### src/rtl/cirno9_lsarb_if.sv
// cirno9_lsarb_if: requester, SRAM and IOB signals of the load/store arbiter.
// The arbiter connects through the slave modport; the requester/fabric side uses master.
interface cirno9_lsarb_if;
    logic [2:0]  i_req_val;
    logic [2:0]  o_req_rdy;
    logic [95:0] i_req_adr;
    logic [95:0] i_req_wdat;
    logic [11:0] i_req_wen;
    logic [31:0] o_rdat;
    logic        o_err;
    logic        o_hs_ls4sram_val;
    logic [3:0]  o_sram_wen;
    logic [31:0] i_sram_rdat;
    logic        o_hs_ls4iob_val;
    logic        i_hs_iob4ls_rdy;
    logic [3:0]  o_iob_wen;
    logic [31:0] i_iob_rdat;
    logic [31:0] o_adr;
    logic [31:0] o_wdat;

    modport slave (
        input  i_req_val, i_req_adr, i_req_wdat, i_req_wen,
        input  i_sram_rdat, i_hs_iob4ls_rdy, i_iob_rdat,
        output o_req_rdy, o_rdat, o_err, o_hs_ls4sram_val, o_sram_wen,
        output o_hs_ls4iob_val, o_iob_wen, o_adr, o_wdat
    );

    modport master (
        output i_req_val, i_req_adr, i_req_wdat, i_req_wen,
        output i_sram_rdat, i_hs_iob4ls_rdy, i_iob_rdat,
        input  o_req_rdy, o_rdat, o_err, o_hs_ls4sram_val, o_sram_wen,
        input  o_hs_ls4iob_val, o_iob_wen, o_adr, o_wdat
    );
endinterface

### src/rtl/cirno9_lsarb.sv
// cirno9_lsarb: arbitrates the core memory port between IFU (0), EXU (1) and the
// AXI bridge (2), routing each access to SRAM (1-cycle read) or IOB (val/rdy with timeout).
// Build option CIRNO_LSARB_RR_EN: round-robin arbitration; undefined gives fixed
// priority 1 > 2 > 0.
module cirno9_lsarb #(
    parameter logic [31:0] SRAM_BASE = 32'h0000_0000,
    parameter logic [31:0] SRAM_MASK = 32'hFFFF_0000,
    parameter int unsigned IOB_TMO   = 16
) (
    input  logic          clk,
    input  logic          rst,
    cirno9_lsarb_if.slave bus
);
    localparam int unsigned NREQ  = 3;
    localparam int unsigned AW    = 32;
    localparam int unsigned BEW   = 4;
    localparam int unsigned CNT_W = 16;
    localparam logic [CNT_W-1:0] CNT_LAST = CNT_W'(IOB_TMO - 1);
    localparam logic [AW-1:0]    TMO_DATA = 32'hDEAD_BEEF;

    typedef enum logic [1:0] {IDLE, SRAM, IOB, RESP} state_t;

    state_t                   r_state, w_state_nxt;
    logic [1:0]               r_gnt, w_gnt_nxt;
    logic [BEW-1:0]           r_wen, w_wen_nxt;
    logic [AW-1:0]            r_adr, w_adr_nxt;
    logic [AW-1:0]            r_wdat, w_wdat_nxt;
    logic                     r_hit, w_hit_nxt;
    logic [CNT_W-1:0]         r_cnt, w_cnt_nxt;
    logic [AW-1:0]            r_rdat, w_rdat_nxt;
    logic                     r_err, w_err_nxt;
    logic [NREQ-1:0]          r_req_rdy;
    logic                     r_sram_val, r_iob_val;
    logic [BEW-1:0]           r_sram_wen, r_iob_wen;

    logic [NREQ-1:0][AW-1:0]  w_adr_arr, w_wdat_arr;
    logic [NREQ-1:0][BEW-1:0] w_wen_arr;
    logic [1:0]               w_win;
    logic                     w_any;

    assign w_adr_arr  = bus.i_req_adr;
    assign w_wdat_arr = bus.i_req_wdat;
    assign w_wen_arr  = bus.i_req_wen;
    assign w_any      = |bus.i_req_val;

`ifdef CIRNO_LSARB_RR_EN
    logic [1:0] r_ptr;

    // Round-robin pick: first valid requester at or after the pointer
    always_comb begin
        logic [2:0] w_sum;
        logic [1:0] w_idx;
        w_win = 2'd0;
        for (int k = int'(NREQ) - 1; k >= 0; k--) begin
            w_sum = 3'(r_ptr) + 3'(k);
            w_idx = (w_sum >= 3'd3) ? 2'(w_sum - 3'd3) : 2'(w_sum);
            if (bus.i_req_val[w_idx]) w_win = w_idx;
        end
    end

    // Search start moves past the winner at every grant
    always_ff @(posedge clk) begin
        if (rst) begin
            r_ptr <= 2'd0;
        end else if (r_state == IDLE && w_any) begin
            r_ptr <= (w_win == 2'd2) ? 2'd0 : w_win + 2'd1;
        end
    end
`else
    // Fixed priority pick: EXU, then AXI bridge, then fetch
    always_comb begin
        w_win = 2'd0;
        if (bus.i_req_val[2]) w_win = 2'd2;
        if (bus.i_req_val[1]) w_win = 2'd1;
    end
`endif

    // Next-state and datapath-register update
    always_comb begin
        w_state_nxt = r_state;
        w_gnt_nxt   = r_gnt;
        w_wen_nxt   = r_wen;
        w_adr_nxt   = r_adr;
        w_wdat_nxt  = r_wdat;
        w_hit_nxt   = r_hit;
        w_cnt_nxt   = r_cnt;
        w_rdat_nxt  = r_rdat;
        w_err_nxt   = r_err;
        case (r_state)
            IDLE: begin
                w_err_nxt = 1'b0;
                if (w_any) begin
                    w_gnt_nxt   = w_win;
                    w_adr_nxt   = w_adr_arr[w_win];
                    w_wdat_nxt  = w_wdat_arr[w_win];
                    w_wen_nxt   = w_wen_arr[w_win];
                    w_hit_nxt   = (w_adr_arr[w_win] & SRAM_MASK) == SRAM_BASE;
                    w_cnt_nxt   = '0;
                    w_state_nxt = w_hit_nxt ? SRAM : IOB;
                end
            end
            SRAM: w_state_nxt = RESP;
            IOB: begin
                // An accept in the final wait cycle still beats the timeout
                if (bus.i_hs_iob4ls_rdy) begin
                    w_rdat_nxt  = bus.i_iob_rdat;
                    w_err_nxt   = 1'b0;
                    w_state_nxt = RESP;
                end else if (r_cnt == CNT_LAST) begin
                    w_rdat_nxt  = TMO_DATA;
                    w_err_nxt   = 1'b1;
                    w_state_nxt = RESP;
                end else begin
                    w_cnt_nxt = r_cnt + CNT_W'(1);
                end
            end
            RESP: begin
                w_err_nxt   = 1'b0;
                w_state_nxt = IDLE;
            end
            default: w_state_nxt = IDLE;
        endcase
    end

    // State, datapath and registered strobes derived from the next state
    always_ff @(posedge clk) begin
        if (rst) begin
            r_state    <= IDLE;
            r_gnt      <= 2'd0;
            r_wen      <= '0;
            r_adr      <= '0;
            r_wdat     <= '0;
            r_hit      <= 1'b0;
            r_cnt      <= '0;
            r_rdat     <= '0;
            r_err      <= 1'b0;
            r_req_rdy  <= '0;
            r_sram_val <= 1'b0;
            r_sram_wen <= '0;
            r_iob_val  <= 1'b0;
            r_iob_wen  <= '0;
        end else begin
            r_state    <= w_state_nxt;
            r_gnt      <= w_gnt_nxt;
            r_wen      <= w_wen_nxt;
            r_adr      <= w_adr_nxt;
            r_wdat     <= w_wdat_nxt;
            r_hit      <= w_hit_nxt;
            r_cnt      <= w_cnt_nxt;
            r_rdat     <= w_rdat_nxt;
            r_err      <= w_err_nxt;
            r_req_rdy  <= (w_state_nxt == RESP) ? (3'b001 << w_gnt_nxt) : 3'b000;
            r_sram_val <= (w_state_nxt == SRAM);
            r_sram_wen <= (w_state_nxt == SRAM) ? w_wen_nxt : '0;
            r_iob_val  <= (w_state_nxt == IOB);
            r_iob_wen  <= (w_state_nxt == IOB) ? w_wen_nxt : '0;
        end
    end

    // SRAM read data arrives the cycle after the strobe, so it passes straight through in RESP
    assign bus.o_rdat = (r_state == RESP && r_hit) ? bus.i_sram_rdat : r_rdat;

    assign bus.o_req_rdy        = r_req_rdy;
    assign bus.o_err            = r_err;
    assign bus.o_hs_ls4sram_val = r_sram_val;
    assign bus.o_sram_wen       = r_sram_wen;
    assign bus.o_hs_ls4iob_val  = r_iob_val;
    assign bus.o_iob_wen        = r_iob_wen;
    assign bus.o_adr            = r_adr;
    assign bus.o_wdat           = r_wdat;
endmodule

### src/flat_wrapper.sv
// flat-port wrapper written by rule: the top's interface ports become plain ports
module cirno9_lsarb_flat 
#(
    parameter logic [31:0] SRAM_BASE = 32'h0000_0000,
    parameter logic [31:0] SRAM_MASK = 32'hFFFF_0000,
    parameter int unsigned IOB_TMO   = 16
)
  (clk, rst, bus_i_req_val, bus_i_req_adr, bus_i_req_wdat, bus_i_req_wen, bus_i_sram_rdat, bus_i_hs_iob4ls_rdy, bus_i_iob_rdat, bus_o_req_rdy, bus_o_rdat, bus_o_err, bus_o_hs_ls4sram_val, bus_o_sram_wen, bus_o_hs_ls4iob_val, bus_o_iob_wen, bus_o_adr, bus_o_wdat);
  cirno9_lsarb_if bus_i ();
  input  logic clk;
  input  logic rst;
  input wire logic [$bits(bus_i.i_req_val)-1:0] bus_i_req_val;
  input wire logic [$bits(bus_i.i_req_adr)-1:0] bus_i_req_adr;
  input wire logic [$bits(bus_i.i_req_wdat)-1:0] bus_i_req_wdat;
  input wire logic [$bits(bus_i.i_req_wen)-1:0] bus_i_req_wen;
  input wire logic [$bits(bus_i.i_sram_rdat)-1:0] bus_i_sram_rdat;
  input wire logic [$bits(bus_i.i_hs_iob4ls_rdy)-1:0] bus_i_hs_iob4ls_rdy;
  input wire logic [$bits(bus_i.i_iob_rdat)-1:0] bus_i_iob_rdat;
  output wire logic [$bits(bus_i.o_req_rdy)-1:0] bus_o_req_rdy;
  output wire logic [$bits(bus_i.o_rdat)-1:0] bus_o_rdat;
  output wire logic [$bits(bus_i.o_err)-1:0] bus_o_err;
  output wire logic [$bits(bus_i.o_hs_ls4sram_val)-1:0] bus_o_hs_ls4sram_val;
  output wire logic [$bits(bus_i.o_sram_wen)-1:0] bus_o_sram_wen;
  output wire logic [$bits(bus_i.o_hs_ls4iob_val)-1:0] bus_o_hs_ls4iob_val;
  output wire logic [$bits(bus_i.o_iob_wen)-1:0] bus_o_iob_wen;
  output wire logic [$bits(bus_i.o_adr)-1:0] bus_o_adr;
  output wire logic [$bits(bus_i.o_wdat)-1:0] bus_o_wdat;
  assign bus_i.i_req_val = bus_i_req_val;
  assign bus_i.i_req_adr = bus_i_req_adr;
  assign bus_i.i_req_wdat = bus_i_req_wdat;
  assign bus_i.i_req_wen = bus_i_req_wen;
  assign bus_i.i_sram_rdat = bus_i_sram_rdat;
  assign bus_i.i_hs_iob4ls_rdy = bus_i_hs_iob4ls_rdy;
  assign bus_i.i_iob_rdat = bus_i_iob_rdat;
  assign bus_o_req_rdy = bus_i.o_req_rdy;
  assign bus_o_rdat = bus_i.o_rdat;
  assign bus_o_err = bus_i.o_err;
  assign bus_o_hs_ls4sram_val = bus_i.o_hs_ls4sram_val;
  assign bus_o_sram_wen = bus_i.o_sram_wen;
  assign bus_o_hs_ls4iob_val = bus_i.o_hs_ls4iob_val;
  assign bus_o_iob_wen = bus_i.o_iob_wen;
  assign bus_o_adr = bus_i.o_adr;
  assign bus_o_wdat = bus_i.o_wdat;
  cirno9_lsarb #(.SRAM_BASE(SRAM_BASE), .SRAM_MASK(SRAM_MASK), .IOB_TMO(IOB_TMO)) u_core (.clk(clk), .rst(rst), .bus(bus_i));
endmodule
### config.mk
export PLATFORM = sky130hd
export DESIGN_NAME = cirno9_lsarb_flat
export DESIGN_NICKNAME = d
export VERILOG_FILES = /design/src/rtl/cirno9_lsarb_if.sv /design/src/rtl/cirno9_lsarb.sv /design/src/flat_wrapper.sv
export SDC_FILE = /design/constraint.sdc
export NUM_CORES = 1
export LEC_CHECK = 0
export BUFFER_PORTS_ARGS = -buffer_cell sky130_fd_sc_hd__buf_2
export CAP_MARGIN = 20
export CORE_AREA = 2 2 149 151
export CTS_CLUSTER_SIZE = 30
export DETAILED_ROUTE_END_ITERATION = 16
export DIE_AREA = 0 0 151 153
export PLACE_DENSITY = 0.72
export SLEW_MARGIN = 20
export SYNTH_ARGS = -nofsm -noshare
export SYNTH_HDL_FRONTEND = slang
export SYNTH_SLANG_ARGS = --single-unit
### constraint.sdc
create_clock -name clk -period 2.47 [get_ports clk]
set_clock_uncertainty 0.15 [all_clocks]
set_input_delay 0 -clock clk [delete_from_list [all_inputs] [get_ports clk]]
set_output_delay 0 -clock clk [all_outputs]
set_load 0.005 [all_outputs]
# Yosys cells after proc, flatten, opt, wreduce, memory -nomap -nowiden
# Index checks and enable logic that the tools add are counted.
word_totals:
  reg_bits: 135
  latch_bits: 0
  ram_bits: 0
  rom_bits: 0
  input_bits: 274
  out_inout_bits: 110
  word_cells: 73
  memories: 0
op_classes:
  n_addsub: 1
  mul: 0
  n_div: 0
  order_cmp: 1
  n_eq_ne: 11
  n_shift: 1
  muxes: 27
  bitwise: 3
  n_reduce_logical: 15
op_table:
  columns: ["cell", "n"]
  rows:
  - ["$mux 32", 5]
  - ["$bmux 32 s2", 2]
  - ["$mux 16", 3]
  - ["$logic_not 32->1", 1]
  - ["$pmux 16 s2", 1]
  - ["$add 16x1->16 const B", 1]
  - ["$eq 16x4->1 const B", 1]
  - ["$mux 2", 8]
  - ["$mux 4", 3]
  - ["$bmux 4 s2", 1]
  - ["$eq 2x2->1 const B", 4]
  - ["$pmux 2 s4", 1]
  - ["$reduce_or 2->1", 4]
  - ["$reduce_and 2->1", 3]
  - ["$reduce_bool 2->1", 3]
  - ["$eq 2x1->1 const B", 2]
  - ["$ne 2x2->1 const B", 2]
  - ["$reduce_and 4->1", 1]
  - ["$lt 2x3->1 const B", 1]
  - ["$ne 3x2->1 const B", 1]
  - ["$not 1->1", 3]
  - ["$reduce_or 3->1", 1]
  - ["$shl 1x2->3 const A", 1]
  - ["$logic_not 2->1", 1]
  - ["other kinds (4)", 5]

# Depth between registers and ports, before layout
depth:
  word_depth: 11
  ltp_mapped: 10
  ltp_nobuf: 8

# Worst setup path before layout
# Ideal clock, no wire load.
synth_timing:
  path_kind: "register to register"
  start: "reg u_core.r_state[0]"
  end: "reg u_core.r_cnt[15]"
  setup_time_ns: 0.118
  arrival_time_ns: 2.266
  required_time_ns: 2.202
  slack_ns: -0.064
  path_stages_with_launch: 11
  path_buffers: 2
  period_less_slack_ns: 2.534
  cell_sequence: "dfxtp_1 inv_1 ha_1 and2_4 buf_6 a41o_1 or4b_1 buf_2 nor4_4 xnor2_1 nor2_1"
synth_between:
  elab_chain_len: 3
  elab_cells_between_ends: 8
  cone_classes: "eq/ne (4); mux (1); reduce/logical (3)"
synth_rtl:
  columns: ["element", "line_no", "source"]
  rows:
  - ["from (decl)", "cirno9_lsarb.sv:23", "state_t r_state, w_state_nxt;"]
  - ["from (signal assigned)", "cirno9_lsarb.sv:143", "r_state <= w_state_nxt;"]
  - ["$eq 2x2->1 / $logic_not 2->1 (equally long branches)", "cirno9_lsarb.sv:89", "case (r_state)"]
  - ["$ne 2x2->1 (no source line), or another cell as far along", null, null]
  - ["$reduce_and 4->1 (no source line)", null, null]
  - ["to (signal assigned)", "cirno9_lsarb.sv:149", "r_cnt <= w_cnt_nxt;"]
  - ["to (decl)", "cirno9_lsarb.sv:29", "logic [CNT_W-1:0] r_cnt, w_cnt_nxt;"]
# Parallel ways exist; a longest one is shown, timed or not.
# A chain may end at the register's enable or synchronous reset.

# Worst setup path in the final report
layout_timing:
  start: "in bus_i_req_adr[39]"
  end: "reg u_core.r_adr[7], in the netlist u_core.bus.o_adr[7]"
layout_between:
  elab_chain_len: 2
layout_rtl:
  columns: ["element", "line_no", "source"]
  rows:
  - ["from (decl)", "flat_wrapper.sv:13", "input wire logic [$bits(bus_i.i_req_adr)-1:0] bus_i_req_adr;"]
  - ["$bmux 32 s2", "cirno9_lsarb.sv:94", "w_adr_nxt = w_adr_arr[w_win];"]
  - ["$mux 32 (not written as such)", "cirno9_lsarb.sv:94", null]
  - ["to (signal assigned)", "cirno9_lsarb.sv:146", "r_adr <= w_adr_nxt;"]
  - ["to (decl)", "cirno9_lsarb.sv:26", "logic [AW-1:0] r_adr, w_adr_nxt;"]
# No other way between the ends. The select of a mux whose other input is x is not followed.

==> flow_metrics.py <==
metrics = {
    "sta": {
        "worst_pin_slew_ps": 742,
        "slew_headroom_pct": 50.5,
        "hold_violations": 0,
        "setup_viol": 0,
        "max_freq_mhz": 413,
        "finalSetupTns_ps": 0,
        "post-route-period-util_pct": 97.9,
        "min_period_ps": 2420,
        "maxSlewViolCount": 0,
        "grt_setup_unrepaired": "false",
    },
    "clock_network": {
        "insertion_delay_ps": 410,
        "clock_path_buffers": 2,
        "clk_pin_slew_ps": 60,
        "cts_buffers": 17,
        "htreeDepth": 4,
        "cts_tree": "yes",
        "cts.sinks": 135,
        "clock-root-buffer": "clkbuf_16",
    },
    "global_routing": {
        "grt_pass1_vias": 7871,
        "grt_pass1_wl_um": 38700,
        "grt_antenna_before_repair": 0,
        "grt-ovfl-total": 0,
        "grt_max_degree": 84,
        "grt_util_all_layers_pct": 21.3,
    },
    "finish": {
        "fin_util_pct": 54.0,
        "drive_above_1_share_pct": 34.9,
        "nets": 1703,
        "syn_to_final_growth_pct": 69.3,
        "n_antenna_cell": 0,
        "fillCellCount": 1904,
        "stdcell_area_um2": 11600,
    },
    "yosys": {
        "syn_avg_cell_area_um2": 7.91,
        "yosysMostFrequentCell": "nand2_1",
        "ys_seq_area_share_pct": 39.4,
        "synthesis.area_um2": 6860,
        "synth_edf_count": 0,
        "synth.largest_area_cell": "dfxtp_1",
        "yosys_warnings": 0,
        "yosysUniqueCellTypes": 44,
        "ys_ff_latch": 135,
        "syn-instance-count": 867,
        "syn-num-nets": 1146,
        "synth_top_area_share_pct": 39.4,
        "synthArstFlopShare_pct": 0,
        "synth_area_leaders": "dfxtp_1 39%, nand2_1 11%, mux2i_1 10%",
        "synth-main-ff-cell": "dfxtp_1",
        "synth_common_cells": "193 x nand2_1, 135 x dfxtp_1, 87 x a21oi_1",
    },
    "worst_setup_path": {
        "critPathMaxFanout": 1,
        "cp.arrival_ps": 2570,
        "path_class": "in2reg",
        "worst_setup_path_start_kind": "primary input",
        "required_ps": 2620,
        "crit_path_end_kind": "flip-flop",
    },
    "die": {
        "die_area_um2": 23100,
        "die_w_um": 151,
        "row_count": 54,
        "ios": 384,
        "die_y_um": 153,
        "coreArea_um2": 21500,
        "initial_core_util_pct": 31.9,
    },
    "place": {
        "dp_hpwl_um": 16600,
        "place_area_um2": 9120,
        "place_congestion": 0.874,
        "numPortBuffers": 383,
    },
    "flow_run": {
        "cap_violations": 0,
    },
    "route": {
        "dr_total_vias": 8146,
        "drtPass1Iterations": 5,
        "vias_per_cell": 4.74,
        "highest_layer": "met4",
        "drt-met1-wl_um": 10400,
        "wl_um": 26100,
        "wl_per_cell_um": 15.2,
        "met3_wirelength_um": 1590,
        "antenna_left": 0,
        "drc": 0,
        "met2_length_um": 13200,
        "drt_iter0_drc": 527,
    },
    "worst_hold_path": {
        "hold_class": "in2reg",
    },
    "power": {
        "irDropWorstVdd_v": 0.000372,
        "power.total_uw": 7250,
        "p_leak_uw": 0.00566,
        "p_per_area_nw_per_um2": 624,
    },
    "run_status": {
        "status": "finished clean",
    },
}
cell families (layout without fill, tap and decap cells):
family,count (synthesis),in the layout,share of synthesized area [%]
buffers and inverters,100,670,6.15
adders and majority gates,5,5,0.912
AOI/OAI and AO/OA,183,183,15.4
muxes,109,109,16.6
DFF,135,135,39.4
and+or+nand+nor,323,323,20.0
xor gates and xnor gates,12,12,1.53
layer usage:
metal  up-vias  track usage, %
li1       4067               -
met1      3703            23.4
met2       321            38.5
met3        55            5.28
met4         0            8.63
met5         -               0
what timing repair did:
item / in CTS / in global routing
setup endpoints to repair: 0 / 40
gates resized for setup: 0 / 7
hold endpoints to repair: 111 / 0
setup buffers: 0 / 0
hold buffers: 192 / 0
power by group:
group / internal [µW] / switching, µW / leakage (µW)
clock network: 1390 / 1030 / 0.000255
registers: 2450 / 129 / 0.00111
logic: 1110 / 1140 / 0.00430
cell type report:
class	count	area (µm²)	share of cell area [%]
inverters	34	128	1.10
flip-flops and latches	135	2710	23.3
clock inverters	14	125	1.08
well taps	280	350	3.02
repair buffers	604	4110	35.4
multi-input cells	632	3760	32.4
clock buffers	18	429	3.70
worst paths after layout:
path	end	depth (start not counted)	startpoint	slack, ps
hold / removal	u_core.r_rdat[29]$_SDFFE_PP0P_	5	bus_i_hs_iob4ls_rdy	30
setup / recovery	u_core.bus.o_adr[7]$_SDFFE_PP0P_	9	bus_i_req_adr[39]	50
setup reg to reg	u_core.r_cnt[15]$_SDFFE_PP0P_	8	u_core.r_state[0]$_SDFF_PP0_	120
hold reg to reg	u_core.bus.o_wdat[9]$_SDFFE_PP0P_	2	u_core.bus.o_wdat[9]$_SDFFE_PP0P_	300
flip-flops by register name, indices dropped and copies added (netlist names), 2 cells and up:
name and flops:
u_core.bus.o_wdat 32, u_core.r_wen 4, u_core.r_state 2, u_core.bus.o_sram_wen 4, u_core.bus.o_iob_wen 4, u_core.bus.o_adr 32
u_core.r_cnt 16, u_core.r_rdat 32, u_core.bus.o_req_rdy 3, u_core.r_gnt 2
stage by stage:
step	worst slack, ps	hold slack, ps	cells
2_1_floorplan	0.445	-21.4	867
3_3_place_gp	75.0	96.5	1494
3_5_place_dp	53.4	97.6	1494
4_1_cts	49.8	18.3	1718
5_1_grt	4.06	28.5	1717
6_report	51.4	34.3	1717
layout by cell type, fill, tap and decap left out, drive strengths merged, types with 4 or more instances in the layout:
cell / n
dfxtp: 135
nand4: 5
xnor2: 10
nand2: 193
clkbuf: 19
nor2: 75
inv: 37
o21ai: 60
clkinv: 4
clkinvlp: 6
nor4: 4
a311oi: 24
or3: 4
nand3: 17
nor3: 13
mux2: 40
mux2i: 69
a21oi: 87
buf: 414
dlygate4sd3: 188
ha: 5
worst max-delay path: stages:
cell	delay (ps)
dlygate4sd3_1	550
buf_2	120
nand2_1	50
dlygate4sd3_1	530
o21ai_0	60
dlygate4sd3_1	560
nand2_1	60
a21oi_1	60
dlygate4sd3_1	580
Power figures use the tool's default switching activity.
